### src/rtl/instruction_fetch_unit_if.sv
// rtl/instruction_fetch_unit_if.sv - instruction memory request/response bus
interface instruction_fetch_unit_if #(
  parameter int ADDR_WIDTH = 32
);
  logic [ADDR_WIDTH-1:0] Address;
  logic [31:0]           Instruction;

  // fetch unit drives the word address, memory answers in the same cycle
  modport master (output Address, input Instruction);
  modport slave  (input Address, output Instruction);
endinterface

### src/rtl/instruction_fetch_unit.sv
// rtl/instruction_fetch_unit.sv - PC owner and IF/ID register; optional FETCH_PERF_CNT_EN counters
module instruction_fetch_unit #(
  parameter int          ADDR_WIDTH = 32,
  parameter int unsigned MEM_DEPTH  = 128,
  parameter int unsigned RESET_PC   = 0
) (
  input  logic                  clk,
  input  logic                  rst_n,
  instruction_fetch_unit_if.master imem,
  input  logic                  Stall,
  input  logic                  BranchTaken,
  input  logic [15:0]           BranchOffset,
  output logic [31:0]           IfIdInstruction,
  output logic [ADDR_WIDTH-1:0] IfIdPC,
  output logic                  IfIdValid,
  output logic                  Halted
`ifdef FETCH_PERF_CNT_EN
  ,
  output logic [31:0]           FetchCount,
  output logic [31:0]           BubbleCount
`endif
);

  typedef enum logic [1:0] {BOOT, RUN, HALT} state_t;

  localparam logic [ADDR_WIDTH-1:0] DEPTH  = ADDR_WIDTH'(MEM_DEPTH);
  localparam logic [ADDR_WIDTH-1:0] RST_PC = ADDR_WIDTH'(RESET_PC);

  state_t                state, state_n;
  logic [ADDR_WIDTH-1:0] pc, pc_n;
  logic [ADDR_WIDTH-1:0] ifid_pc_n;
  logic [31:0]           ifid_instr_n;
  logic                  ifid_valid_n;

  logic [ADDR_WIDTH-1:0] seq_pc;
  logic [ADDR_WIDTH-1:0] br_target;
  logic                  take_br;
  logic                  fetch_inc;
  logic                  bubble_inc;

  // a branch only counts when it belongs to a real instruction in IF/ID
  assign take_br   = BranchTaken && IfIdValid;
  assign seq_pc    = pc + ADDR_WIDTH'(1);
  assign br_target = IfIdPC + ADDR_WIDTH'(1)
                   + {{(ADDR_WIDTH-16){BranchOffset[15]}}, BranchOffset};

  // state register together with PC and IF/ID pipeline register
  always_ff @(posedge clk or negedge rst_n) begin
    if (!rst_n) begin
      state           <= BOOT;
      pc              <= RST_PC;
      IfIdInstruction <= '0;
      IfIdPC          <= '0;
      IfIdValid       <= 1'b0;
    end else begin
      state           <= state_n;
      pc              <= pc_n;
      IfIdInstruction <= ifid_instr_n;
      IfIdPC          <= ifid_pc_n;
      IfIdValid       <= ifid_valid_n;
    end
  end

  // next state and next datapath values; branch beats stall, halt on any out-of-range PC load
  always_comb begin
    state_n      = state;
    pc_n         = pc;
    ifid_instr_n = IfIdInstruction;
    ifid_pc_n    = IfIdPC;
    ifid_valid_n = IfIdValid;
    fetch_inc    = 1'b0;
    bubble_inc   = 1'b0;
    case (state)
      BOOT: begin
        state_n = (RST_PC >= DEPTH) ? HALT : RUN;
      end
      RUN: begin
        if (take_br) begin
          pc_n         = br_target;
          ifid_valid_n = 1'b0;
          bubble_inc   = 1'b1;
          state_n      = (br_target >= DEPTH) ? HALT : RUN;
        end else if (!Stall) begin
          ifid_instr_n = imem.Instruction;
          ifid_pc_n    = pc;
          ifid_valid_n = 1'b1;
          pc_n         = seq_pc;
          fetch_inc    = 1'b1;
          state_n      = (seq_pc >= DEPTH) ? HALT : RUN;
        end
      end
      HALT: begin
        // the last captured word may still branch us back into range
        ifid_valid_n = 1'b0;
        bubble_inc   = IfIdValid;
        if (take_br && (br_target < DEPTH)) begin
          pc_n    = br_target;
          state_n = RUN;
        end
      end
      default: state_n = BOOT;
    endcase
  end

  // outputs decoded from state and PC
  always_comb begin
    Halted       = (state == HALT);
    imem.Address = pc;
  end

`ifdef FETCH_PERF_CNT_EN
  // saturating fetch and bubble counters
  always_ff @(posedge clk or negedge rst_n) begin
    if (!rst_n) begin
      FetchCount  <= '0;
      BubbleCount <= '0;
    end else begin
      if (fetch_inc && (FetchCount != 32'hFFFF_FFFF))
        FetchCount <= FetchCount + 32'd1;
      if (bubble_inc && (BubbleCount != 32'hFFFF_FFFF))
        BubbleCount <= BubbleCount + 32'd1;
    end
  end
`endif

endmodule

### src/flat_wrapper.sv
// flat-port wrapper written by rule: the top's interface ports become plain ports
module instruction_fetch_unit_flat 
#(
  parameter int          ADDR_WIDTH = 32,
  parameter int unsigned MEM_DEPTH  = 128,
  parameter int unsigned RESET_PC   = 0
)
  (clk, rst_n, Stall, BranchTaken, BranchOffset, IfIdInstruction, IfIdPC, IfIdValid, Halted, imem_Address, imem_Instruction);
  instruction_fetch_unit_if #(.ADDR_WIDTH(ADDR_WIDTH)) imem_i ();
  input  logic clk;
  input  logic rst_n;
  input  logic Stall;
  input  logic BranchTaken;
  input  logic [15:0] BranchOffset;
  output logic [31:0] IfIdInstruction;
  output logic [ADDR_WIDTH-1:0] IfIdPC;
  output logic IfIdValid;
  output logic Halted;
  output wire logic [$bits(imem_i.Address)-1:0] imem_Address;
  input wire logic [$bits(imem_i.Instruction)-1:0] imem_Instruction;
  assign imem_Address = imem_i.Address;
  assign imem_i.Instruction = imem_Instruction;
  instruction_fetch_unit #(.ADDR_WIDTH(ADDR_WIDTH), .MEM_DEPTH(MEM_DEPTH), .RESET_PC(RESET_PC)) u_core (.clk(clk), .rst_n(rst_n), .imem(imem_i), .Stall(Stall), .BranchTaken(BranchTaken), .BranchOffset(BranchOffset), .IfIdInstruction(IfIdInstruction), .IfIdPC(IfIdPC), .IfIdValid(IfIdValid), .Halted(Halted));
endmodule
### config.mk
export PLATFORM = sky130hd
export DESIGN_NAME = instruction_fetch_unit_flat
export DESIGN_NICKNAME = d
export VERILOG_FILES = /design/src/rtl/instruction_fetch_unit_if.sv /design/src/rtl/instruction_fetch_unit.sv /design/src/flat_wrapper.sv
export SDC_FILE = /design/constraint.sdc
export NUM_CORES = 1
export LEC_CHECK = 0
export BUFFER_PORTS_ARGS = -buffer_cell sky130_fd_sc_hd__clkbuf_2
export CORE_ASPECT_RATIO = 1.25
export CORE_MARGIN = 1
export CORE_UTILIZATION = 41
export CTS_CLUSTER_DIAMETER = 120
export DETAILED_ROUTE_END_ITERATION = 8
export GPL_ROUTABILITY_DRIVEN = 0
export PLACE_DENSITY = 0.67
export SLEW_MARGIN = 25
export SYNTH_ARGS = -nofsm -noshare
export SYNTH_HDL_FRONTEND = slang
export SYNTH_SLANG_ARGS = --single-unit
### constraint.sdc
create_clock -name clk -period 4.4 [get_ports clk]
set_clock_uncertainty 0.05 [all_clocks]
set_input_delay 0.88 -clock clk [delete_from_list [all_inputs] [get_ports clk]]
set_output_delay 0.88 -clock clk [all_outputs]
set_load 0.01 [all_outputs]
==> results of run 1 <==
## state kept, by name (all words and copies together), names as in the netlist
register                flops
u_core.IfIdValid            1
u_core.imem.Address        32
u_core.IfIdPC              32
u_core.IfIdInstruction     32
u_core.state                2
## per-stage QoR
| stage | total power, W | setup slack [ns] | hold slack, ns | setup TNS, ns |
|---|---|---|---|---|
| final | 0.007546 | 0.2729 | 0.3169 | 0 |
| after global routing | 0.008152 | -0.01215 | 0.3222 | -0.01215 |
| after CTS | 0.007478 | 0.1595 | 0.3145 | 0 |
| after detailed placement | 0.006598 | -0.2009 | 0.4420 | -3.488 |
| after global placement | 0.006534 | -0.1489 | 0.4365 | -1.841 |
| after floorplan | 0.004664 | 0.3768 | 0.4559 | 0 |
## cells in the mapped netlist (all sizes together), types with 8 or more instances
master and n:
nor4 13, nand2 85, mux2 66, xor2 16, nand2b 10, buf 12, xnor2 17, nor2 37
a21oi 77, o22ai 12, nand4 19, a31oi 8, nor3 22, ha 37, and2 9, o21ai 54
and3 14, o21a 13, clkbuf 33, nand3 41, dfrtp 99, inv 16
## cells in the final DEF, fill, tap and decap left out, drive strengths merged, types with 4 or more instances in the layout
master / n
o22ai: 12
a31oi: 8
nor2b: 4
nor4: 13
dfrtp: 99
nand2: 85
or3: 5
nand3: 41
a22o: 6
a21oi: 77
xor2: 16
buf: 98
inv: 20
a21o: 5
mux2: 66
ha: 37
clkbuf: 157
nand2b: 10
nor3: 22
xnor2: 17
o2bb2ai: 7
o21a: 13
and2: 9
o21ai: 54
o2111ai: 6
and3: 14
a211oi: 6
o21bai: 6
nor2: 37
nand4: 19
## cell families after synthesis
| family | Yosys count | share of synthesized area |
|---|---|---|
| flops | 99 | 0.3463 |
| simple gates | 272 | 0.1884 |
| mux | 69 | 0.1081 |
| buf+inv | 61 | 0.03603 |
| xor+xnor | 33 | 0.04040 |
| compound gates | 235 | 0.2132 |
| fa+ha+maj | 38 | 0.06752 |
## power by group
part / internal, W / switching, W / total, W
Clock: 0.000411 / 0.000427 / 0.000838
Combinational: 0.00225 / 0.00251 / 0.00476
Sequential: 0.00137 / 0.000585 / 0.00195
## worst max-delay path, stage by stage
cell and delay, ns:
clkbuf_2 0.07, inv_1 0.03, ha_1 0.22, fa_1 0.38
and2b_2 0.28, o2111ai_4 0.16, a31oi_4 0.22, o21a_1 0.16
o221ai_1 0.14, or4_4 0.50, nor4_2 0.26, nand4_1 0.23
o21ai_4 0.28, buf_12 0.17, buf_4 0.14, a21oi_1 0.07
a21oi_1 0.16
## worst max-delay path by stage
stage | slack, ns | endpoint | cells past startpoint | startpoint
final | 0.27 | u_core.imem.Address[12] | 17 | BranchOffset[0]
after global routing | -0.01 | u_core.imem.Address[12] | 17 | BranchOffset[0]
after CTS | 0.16 | u_core.imem.Address[12] | 17 | BranchOffset[0]
after detailed placement | -0.20 | u_core.imem.Address[12] | 17 | BranchOffset[0]
after global placement | -0.15 | u_core.imem.Address[0] | 16 | BranchOffset[0]
after floorplan | 0.38 | u_core.imem.Address[2] | 15 | BranchOffset[0]
## area by class of cell
type,count,area (µm²),share of cell area
Multi-Input combinational cell,647,4489,0.4908
Sequential cell,99,2477,0.2708
Clock inverter,7,86.33,0.009438
Timing Repair Buffer,246,1534,0.1677
Inverter,16,60.06,0.006565
Clock buffer,9,225.2,0.02462
Tap cell,220,275.3,0.03009
## layer usage
layer / vias to the layer above / wire length, µm / global-route usage / part of all wire
met3: 49 / 969 / 0.03697 / 0.045
met5: - / 0 / 0 / 0
met2: 213 / 10520 / 0.4055 / 0.49
li1: 3430 / - / - / -
met1: 3434 / 9116 / 0.3070 / 0.43
met4: 0 / 759 / 0.1100 / 0.036
==> flow_metrics.py, run 1 <==
metrics = {
    "finish": {
        "fillers": 1665,
        "post-route-cell-area_mm2": 0.009148,
        "antenna_cells": 0,
        "area_delta_synth_final_pct": 27.88,
        "fin_util": 0.5388,
        "fin_nets": 1109,
        "final_cells": 1244,
        "drive_gt1_frac": 0.3438,
    },
    "yosys": {
        "syn_area_mm2": 0.007153,
        "syn_inst": 807,
        "synthDistinctLibCells": 73,
        "syn-num-nets": 897,
        "ys.flop_type": "dfrtp_1",
        "yosysWarnings": 0,
        "synth.avg_cell_area_um2": 8.864,
        "synth.area.top_cells": "dfrtp_1 (35%), mux2_2 (10%), ha_1 (6.5%)",
        "yosysTopAreaCellShare": 0.3463,
        "ys_seq_elements": 99,
        "yosysTopAreaCell": "dfrtp_1",
        "ys_seq_area_frac": 0.3463,
        "synth_async_sr_flop_share": 1.000,
        "synth-edff-count": 0,
    },
    "clock_tree": {
        "clockBufferDepth": 2,
        "clk_pin_slew_worst_paths_ns": 0.08,
        "post-cts-setup-buffers": 0,
        "numCtsBuffers": 9,
        "clock-sinks": 99,
        "cts.repair.resized": 0,
        "cts_tree": "built",
        "holdBufCountCts": 0,
        "insertion_delay_ns": 0.36,
        "htreeDepth": 3,
        "cts-root-buf": "clkbuf_16",
    },
    "floorplanning": {
        "die_h_um": 149.7,
        "start_util": 0.4214,
        "die-area_mm2": 0.01798,
        "num_rows": 53,
        "dieWidth_um": 120.1,
        "io_pins": 150,
        "core_area_mm2": 0.01698,
    },
    "worst_setup_path": {
        "critPathKind": "in -> reg",
        "worst_ep_required_time_ns": 4.63,
        "crit_fanout": 13,
        "start_kind": "input port",
        "r2r-start": "u_core.IfIdPC[0]",
        "cp-end-kind": "flip-flop",
        "ff2ff_setup_slack_ns": 0.49,
        "rr_endpoint": "u_core.imem.Address[12]",
        "worst_ep_arrival_time_ns": 4.36,
        "rr_worst_depth": 16,
    },
    "timing": {
        "maxSlewViolCount": 0,
        "worstMarginPinSlew_ns": 0.8473,
        "rsz0062_at_grt": "true",
        "max_slew_margin": 0.4338,
        "fin_crit_sh": 0.9380,
        "fmax_mhz": 242.3,
        "setup_viol": 0,
        "min_period_ns": 4.127,
        "final-hold-violation-count": 0,
    },
    "drt": {
        "first_iter_violations": 540,
        "drc": 0,
        "drt_first_pass_iters": 5,
        "routedWlPerCell_um": 17.17,
        "vias_per_cell": 5.728,
        "drtAntennaViolNets": 0,
        "vias": 7126,
        "drt-total-wl_mm": 21.37,
    },
    "placed_design": {
        "io_buffer_count": 149,
        "placed_area_mm2": 0.008760,
        "place_inst": 1227,
        "dp_hpwl_mm": 16.34,
    },
    "power_and_ir_drop": {
        "p_leak_nw": 4.166,
        "ir_drop_mv": 0.3139,
        "p_per_area_mw_per_mm2": 824.9,
    },
    "job": {
        "drv_cap": 0,
    },
    "global_routing": {
        "grt_pass1_wl_mm": 34.28,
        "antenna_found_initial": 0,
        "grt-ovfl-total": 0,
        "track_usage": 0.2425,
        "grt_start_max_net_pins": 56,
        "grt_pass1_vias": 6771,
    },
    "min_path": {
        "hp-class": "in -> async",
    },
    "run_status": {
        "status": "finished clean",
    },
}
Power figures use the tool's default switching activity.
==> inputs of run 2 (changes only) <==
--- a/config.mk
+++ b/config.mk
@@ -6,13 +6,15 @@
 export NUM_CORES = 1
 export LEC_CHECK = 0
 export BUFFER_PORTS_ARGS = -buffer_cell sky130_fd_sc_hd__clkbuf_2
+export CELL_PAD_IN_SITES_DETAIL_PLACEMENT = 1
+export CELL_PAD_IN_SITES_GLOBAL_PLACEMENT = 1
 export CORE_ASPECT_RATIO = 1.25
 export CORE_MARGIN = 1
 export CORE_UTILIZATION = 41
 export CTS_CLUSTER_DIAMETER = 120
 export DETAILED_ROUTE_END_ITERATION = 8
 export GPL_ROUTABILITY_DRIVEN = 0
-export PLACE_DENSITY = 0.67
+export PLACE_DENSITY = 0.84
 export SLEW_MARGIN = 25
 export SYNTH_ARGS = -nofsm -noshare
 export SYNTH_HDL_FRONTEND = slang
==> constraint.sdc (replaced) <==
create_clock -name clk -period 4.2 [get_ports clk]
set_clock_uncertainty 0.05 [all_clocks]
set_input_delay 0.84 -clock clk [delete_from_list [all_inputs] [get_ports clk]]
set_output_delay 0.84 -clock clk [all_outputs]
set_load 0.01 [all_outputs]
==> run 2 against run 1 <==
  * Sequential power up 6%
  * Sequential cell count unchanged
  * Count of clock-buffer cells in the layout unchanged
  * Sequential share of layout area down 0.60 points
  * Utilization up 1.2 points
  * Setup slack worse by 0.22 ns
  * Register-to-register slack worse by 0.27 ns
  * Via count up 8.3%
  * Die area unchanged
  * Critical path type unchanged
  * Critical endpoint is now u_core.imem.Address[22]
  * Largest power group unchanged
  * Highest routed layer unchanged
==> flow_metrics.py, run 2 (synthesized netlist as in run 1, its figures left out) <==
metrics = {
    "run_status": {
        "status": "finished clean",
    },
    "finish": {
        "fin_util": 0.5510,
        "fin_nets": 1133,
        "post-route-cell-area_mm2": 0.009354,
        "drive_gt1_frac": 0.3674,
        "fillers": 2079,
        "final_cell_mix": "clkbuf_2 (148), buf_4 (116), dfrtp_1 (99)",
        "area_delta_synth_final_pct": 30.77,
        "final_cells": 1268,
        "mostFrequentLayoutCell": "clkbuf_2",
        "antenna_cells": 0,
    },
    "min_path": {
        "hp-class": "reg -> reg",
        "holdPathStages": 1,
    },
    "clock_tree": {
        "insertion_delay_ns": 0.36,
        "clk_pin_slew_worst_paths_ns": 0.08,
        "cts-root-buf": "clkbuf_16",
        "clockBufferDepth": 2,
        "numCtsBuffers": 9,
        "clock-sinks": 99,
        "cts_tree": "built",
        "htreeDepth": 3,
    },
    "drt": {
        "first_iter_violations": 574,
        "vias": 7716,
        "routedWlPerCell_um": 21.33,
        "drc": 0,
        "drt_first_pass_iters": 5,
        "drtAntennaViolNets": 0,
        "drt-total-wl_mm": 27.04,
        "vias_per_cell": 6.085,
    },
    "global_routing": {
        "use_met3": 0.04230,
        "grt_start_max_net_pins": 67,
        "met1_usage": 0.3379,
        "grt_pass1_vias": 8126,
        "grt_pass1_wl_mm": 41.35,
        "track_usage": 0.2923,
        "grt-ovfl-total": 0,
        "grtUsageMet2": 0.5273,
        "grt_busiest_layer": "met2",
        "antenna_found_initial": 0,
    },
    "worst_setup_path": {
        "cp_num_buf_inv": 4,
        "critPathKind": "in -> reg",
        "start_kind": "input port",
        "path_cells": "clkbuf_2, inv_1, ha_2, fa_2, and2b_4, o2111a_2, nor3_2, o21ai_2, xor2_1, or4_4, nor4_4, nand4_1, o21ai_4, buf_8, buf_4, a21oi_1, a21oi_1",
        "worst_ep_arrival_time_ns": 4.37,
        "cp.depth": 17,
        "cp_slowest_cell": "or4_4",
        "critPathTopFamily": "simple AND/OR/NAND/NOR gates",
        "worst_path_most_repeated_cell": "a21oi_1",
        "worst_ep_required_time_ns": 4.42,
        "cp-end-kind": "flip-flop",
        "crit_fanout": 12,
        "slowest_delay_ns": 0.56,
        "rr_worst_depth": 17,
    },
    "timing": {
        "min_period_ns": 4.145,
        "maxSlewViolCount": 0,
        "fin_crit_sh": 0.9869,
        "finalSetupTns_ns": 0,
        "setup_viol": 0,
        "fmax_mhz": 241.3,
        "max_slew_margin": 0.3449,
        "final-hold-violation-count": 0,
        "worstMarginPinSlew_ns": 0.9805,
    },
    "power_and_ir_drop": {
        "p_per_area_mw_per_mm2": 912.9,
        "p_leak_nw": 4.280,
        "ir_drop_mv": 0.3402,
    },
    "floorplanning": {
        "die-area_mm2": 0.01798,
        "core_area_mm2": 0.01698,
        "io_pins": 150,
        "start_util": 0.4214,
        "num_rows": 53,
        "dieWidth_um": 120.1,
        "die_h_um": 149.7,
    },
    "placed_design": {
        "placed_area_mm2": 0.008862,
        "place_inst": 1244,
        "io_buffer_count": 149,
        "dp_hpwl_mm": 19.38,
    },
    "job": {
        "drv_cap": 0,
    },
}
[run 2: cell count changes in the layout (fill, tap and decap cells not counted), moves of 2 or more]
cell        delta
a221oi_1       -2
a221oi_2       +2
buf_12         -2
buf_4         +22
buf_6          +4
clkinvlp_4     +2
o21ai_0        -4
o21ai_1        +2
o21ai_2        +2
[run 2: cell type report]
class	instances	area [µm²]	share of cell area
timing repair buffer	270	1692	0.1808
inverter	16	60.06	0.006421
tap	220	275.3	0.02943
multi-input combinational	647	4553	0.4868
clock inverter	7	71.32	0.007624
clock buffer	9	225.2	0.02408
sequential	99	2477	0.2648
[run 2: per-stage QoR]
stage	power (W)	worst slack (ns)	hold WS, ns
2_1_floorplan	0.004887	0.2168	0.4559
3_3_place_gp	0.007003	-0.2161	0.4369
3_5_place_dp	0.007207	-0.3672	0.4436
4_1_cts	0.008201	0.009280	0.4619
5_1_grt	0.009044	-0.1024	0.4787
6_report	0.008539	0.05516	0.4581
[run 2: worst paths after layout]
path / start / end / slack, ns
worst max-delay path: BranchOffset[0] / u_core.imem.Address[22] / 0.06
worst min-delay path: u_core.IfIdInstruction[22] / u_core.IfIdInstruction[22] / 0.46
worst max register to register: u_core.IfIdPC[0] / u_core.imem.Address[22] / 0.22
worst min register to register: u_core.IfIdInstruction[22] / u_core.IfIdInstruction[22] / 0.46
max in group asynchronous: rst_n / u_core.imem.Address[18] / 2.70
min in group asynchronous: rst_n / u_core.IfIdPC[8] / 0.56
[run 2: worst register-to-register path: stages (launching register included)]
cell and delay, ns:
dfrtp_1 0.39, inv_1 0.06, ha_2 0.19, fa_2 0.20, and2b_4 0.22, o2111ai_4 0.26, a31oi_4 0.14, buf_4 0.16
o21a_1 0.22, o41ai_2 0.51, o21bai_4 0.15, nor4_4 0.33, nand4_1 0.21, o21ai_4 0.24, buf_8 0.18, buf_4 0.13
a21oi_1 0.08, a21oi_1 0.18
[run 2: what timing repair did]
item / in CTS / in global routing
gates cloned: 0 / 0
endpoints found under the setup margin: 33 / 34
pin swaps: 2 / 15
hold buffers: 0 / 0
buffers inserted: 1 / 7
resized for setup: 5 / 28
[run 2: per-layer routing]
layer | vias up | wire length [µm] | share of wire
met4 | 0 | 1139 | 0.042
met3 | 85 | 1607 | 0.059
met2 | 305 | 13860 | 0.51
met5 | - | 0 | 0
li1 | 3468 | - | -
met1 | 3858 | 10440 | 0.39
[run 2: power by group]
part / leakage (nW) / internal (W) / switching (W)
Clock: 0.139 / 0.000420 / 0.000438
Combinational: 2.98 / 0.00253 / 0.00308
Sequential: 1.16 / 0.00143 / 0.000642
Total: 4.28 / 0.00438 / 0.00416
==> inputs of run 3 (changes only) <==
--- a/config.mk
+++ b/config.mk
@@ -14,6 +14,7 @@
 export CTS_CLUSTER_DIAMETER = 120
 export DETAILED_ROUTE_END_ITERATION = 8
 export GPL_ROUTABILITY_DRIVEN = 0
+export GPL_TIMING_DRIVEN = 0
 export PLACE_DENSITY = 0.84
 export SLEW_MARGIN = 25
 export SYNTH_ARGS = -nofsm -noshare
==> run 3 against run 2 <==
  * Global-route usage shrank 1.0 points
  * Worst hold slack got worse by 0.12 ns
  * Combinational power down 9.1%
  * The flow now finishes with violations (setup timing)
  * Critical path depth stayed put
  * Critical path type unchanged
  * Critical endpoint is now u_core.imem.Address[12]
  * Largest cell class unchanged
  * Sequential cell count stayed put
==> flow_metrics.py, run 3 (synthesized netlist as in run 1, its figures left out) <==
metrics = {
    "global_routing": {
        "track_usage": 0.2823,
        "antenna_found_initial": 0,
        "grt_start_max_net_pins": 66,
        "grt_pass1_vias": 7411,
        "grt_pass1_wl_mm": 39.25,
        "grt-ovfl-total": 0,
    },
    "timing": {
        "worstMarginPinSlew_ns": 0.8087,
        "rsz0062_at_grt": "true",
        "maxSlewViolCount": 0,
        "finalSetupTns_ns": -0.5592,
        "fmax_mhz": 232.7,
        "fin_crit_sh": 1.023,
        "final-hold-violation-count": 0,
        "whs_ns": 0.3337,
        "setup_ws_ns": -0.09728,
        "min_period_ns": 4.297,
        "setup_viol": 20,
        "max_slew_margin": 0.4559,
    },
    "floorplanning": {
        "die-area_mm2": 0.01798,
        "core_area_mm2": 0.01698,
        "dieWidth_um": 120.1,
        "io_pins": 150,
        "num_rows": 53,
        "start_util": 0.4214,
        "die_h_um": 149.7,
    },
    "clock_tree": {
        "numCtsBuffers": 9,
        "clock-sinks": 99,
        "clockBufferDepth": 2,
        "cts_tree": "built",
        "htreeDepth": 3,
        "cts-root-buf": "clkbuf_16",
        "insertion_delay_ns": 0.36,
        "clk_pin_slew_worst_paths_ns": 0.07,
    },
    "finish": {
        "antenna_cells": 0,
        "fillers": 2076,
        "post-route-cell-area_mm2": 0.008925,
        "final_cell_mix": "clkbuf_2 (147), dfrtp_1 (99), nand2_1 (83)",
        "area_delta_synth_final_pct": 24.77,
        "seq_area_mm2": 0.002477,
        "mostFrequentLayoutCell": "clkbuf_2",
        "multi_input_area_mm2": 0.004651,
        "drive_gt1_frac": 0.3079,
        "fin_nets": 1069,
    },
    "drt": {
        "drtAntennaViolNets": 0,
        "drt_first_pass_iters": 5,
        "vias": 7332,
        "drt-total-wl_mm": 25.96,
        "drc": 0,
        "vias_per_cell": 6.090,
        "first_iter_violations": 526,
        "routedWlPerCell_um": 21.56,
    },
    "run_status": {
        "violations": "setup timing",
        "status": "complete, but fails checks",
    },
    "power_and_ir_drop": {
        "ir_drop_mv": 0.3887,
        "p_per_area_mw_per_mm2": 897.7,
        "seqPwrFrac": 0.244,
        "p_total_w": 0.008012,
        "pwr-share-comb": 0.637,
        "switchingPower_w": 0.004022,
        "clkPwrFrac": 0.119,
        "p_leak_nw": 3.942,
        "p_int_w": 0.003990,
        "p_sw_frac": 0.5020,
    },
    "worst_setup_path": {
        "worst_ep_required_time_ns": 4.41,
        "crit_fanout": 17,
        "critPathKind": "in -> reg",
        "start_kind": "input port",
        "worst_ep_arrival_time_ns": 4.51,
        "cp-end-kind": "flip-flop",
    },
    "placed_design": {
        "dp_hpwl_mm": 19.04,
        "io_buffer_count": 149,
        "placed_area_mm2": 0.008210,
        "pre_cts_ws_ns": -0.8266,
    },
    "job": {
        "drv_cap": 0,
    },
    "min_path": {
        "hp-class": "in -> async",
    },
}
[run 3: cell count changes in the layout (fill, tap and decap cells not counted), moves of 3 or more]
cell and change:
o21ai_1 -3, buf_2 +5, o21ai_0 +5, clkbuf_1 +29, buf_4 -102, a21oi_2 +5
a21oi_1 -5
[run 3: area by class of cell]
class | instances | area share
Buffer | 42 | 0.02369
Tap cell | 220 | 0.03084
Clock inverter | 7 | 0.01178
Timing Repair Buffer | 164 | 0.1028
Sequential cell | 99 | 0.2776
Inverter | 16 | 0.007010
Clock buffer | 9 | 0.02523
Multi-Input combinational cell | 647 | 0.5211
[run 3: per-layer routing]
metal | vias to the layer above | GRT usage | part of all wire
met4 | 0 | 0.1094 | 0.038
met2 | 267 | 0.4957 | 0.51
met5 | - | 0 | 0
li1 | 3337 | - | -
met3 | 67 | 0.04611 | 0.049
met1 | 3661 | 0.3433 | 0.40
[run 3: worst max-delay path, stage by stage]
cell,delay [ns]
clkbuf_4,0.22
ha_1,0.33
buf_2,0.19
nand4_1,0.19
or4_1,0.56
a2bb2oi_1,0.18
and2_1,0.21
nand4_1,0.14
o311ai_2,0.19
nor4_2,0.30
buf_4,0.17
nand4_1,0.13
o21ai_2,0.23
buf_6,0.18
buf_12,0.15
a21oi_1,0.08
a21oi_1,0.19
[run 3: path summary, 6_finish.rpt]
path | startpoint | slack (ns) | end | depth (start not counted)
max in group asynchronous | rst_n | 3.12 | u_core.IfIdInstruction[24] | 2
min in group clk | u_core.IfIdInstruction[1] | 0.46 | u_core.IfIdInstruction[1] | 1
hold / removal | rst_n | 0.33 | u_core.IfIdPC[3] | 1
hold reg to reg | u_core.IfIdInstruction[1] | 0.46 | u_core.IfIdInstruction[1] | 1
setup reg to reg | u_core.IfIdPC[0] | 0.07 | u_core.imem.Address[12] | 16
setup / recovery | BranchOffset[15] | -0.1 | u_core.imem.Address[12] | 17
[run 3: power groups by stage]
stage | clock [W] | combinational, W | sequential (W)
after global routing | 0.00100 | 0.00550 | 0.00201
final | 0.000955 | 0.00510 | 0.00195
after global placement | 0 | 0.00447 | 0.00192
after CTS | 0.000967 | 0.00476 | 0.00194
after detailed placement | 0 | 0.00459 | 0.00196
after floorplan | 0 | 0.00287 | 0.00202
[run 3: stage by stage]
step / util / std cells
2_1_floorplan: - / 807
3_3_place_gp: 0.4815 / 1176
3_5_place_dp: 0.4836 / 1177
4_1_cts: 0.5102 / 1196
5_1_grt: 0.5257 / 1204
6_report: 0.5257 / 1204
[run 3: what timing repair did]
action                                  CTS  global route
gates cloned                              1             1
endpoints found under the setup margin   34            34
hold endpoints to repair                  0             0
setup buffers                             4             8
resized for setup                        21            38
hold buffers                              0             0
pin swaps                                 6            17
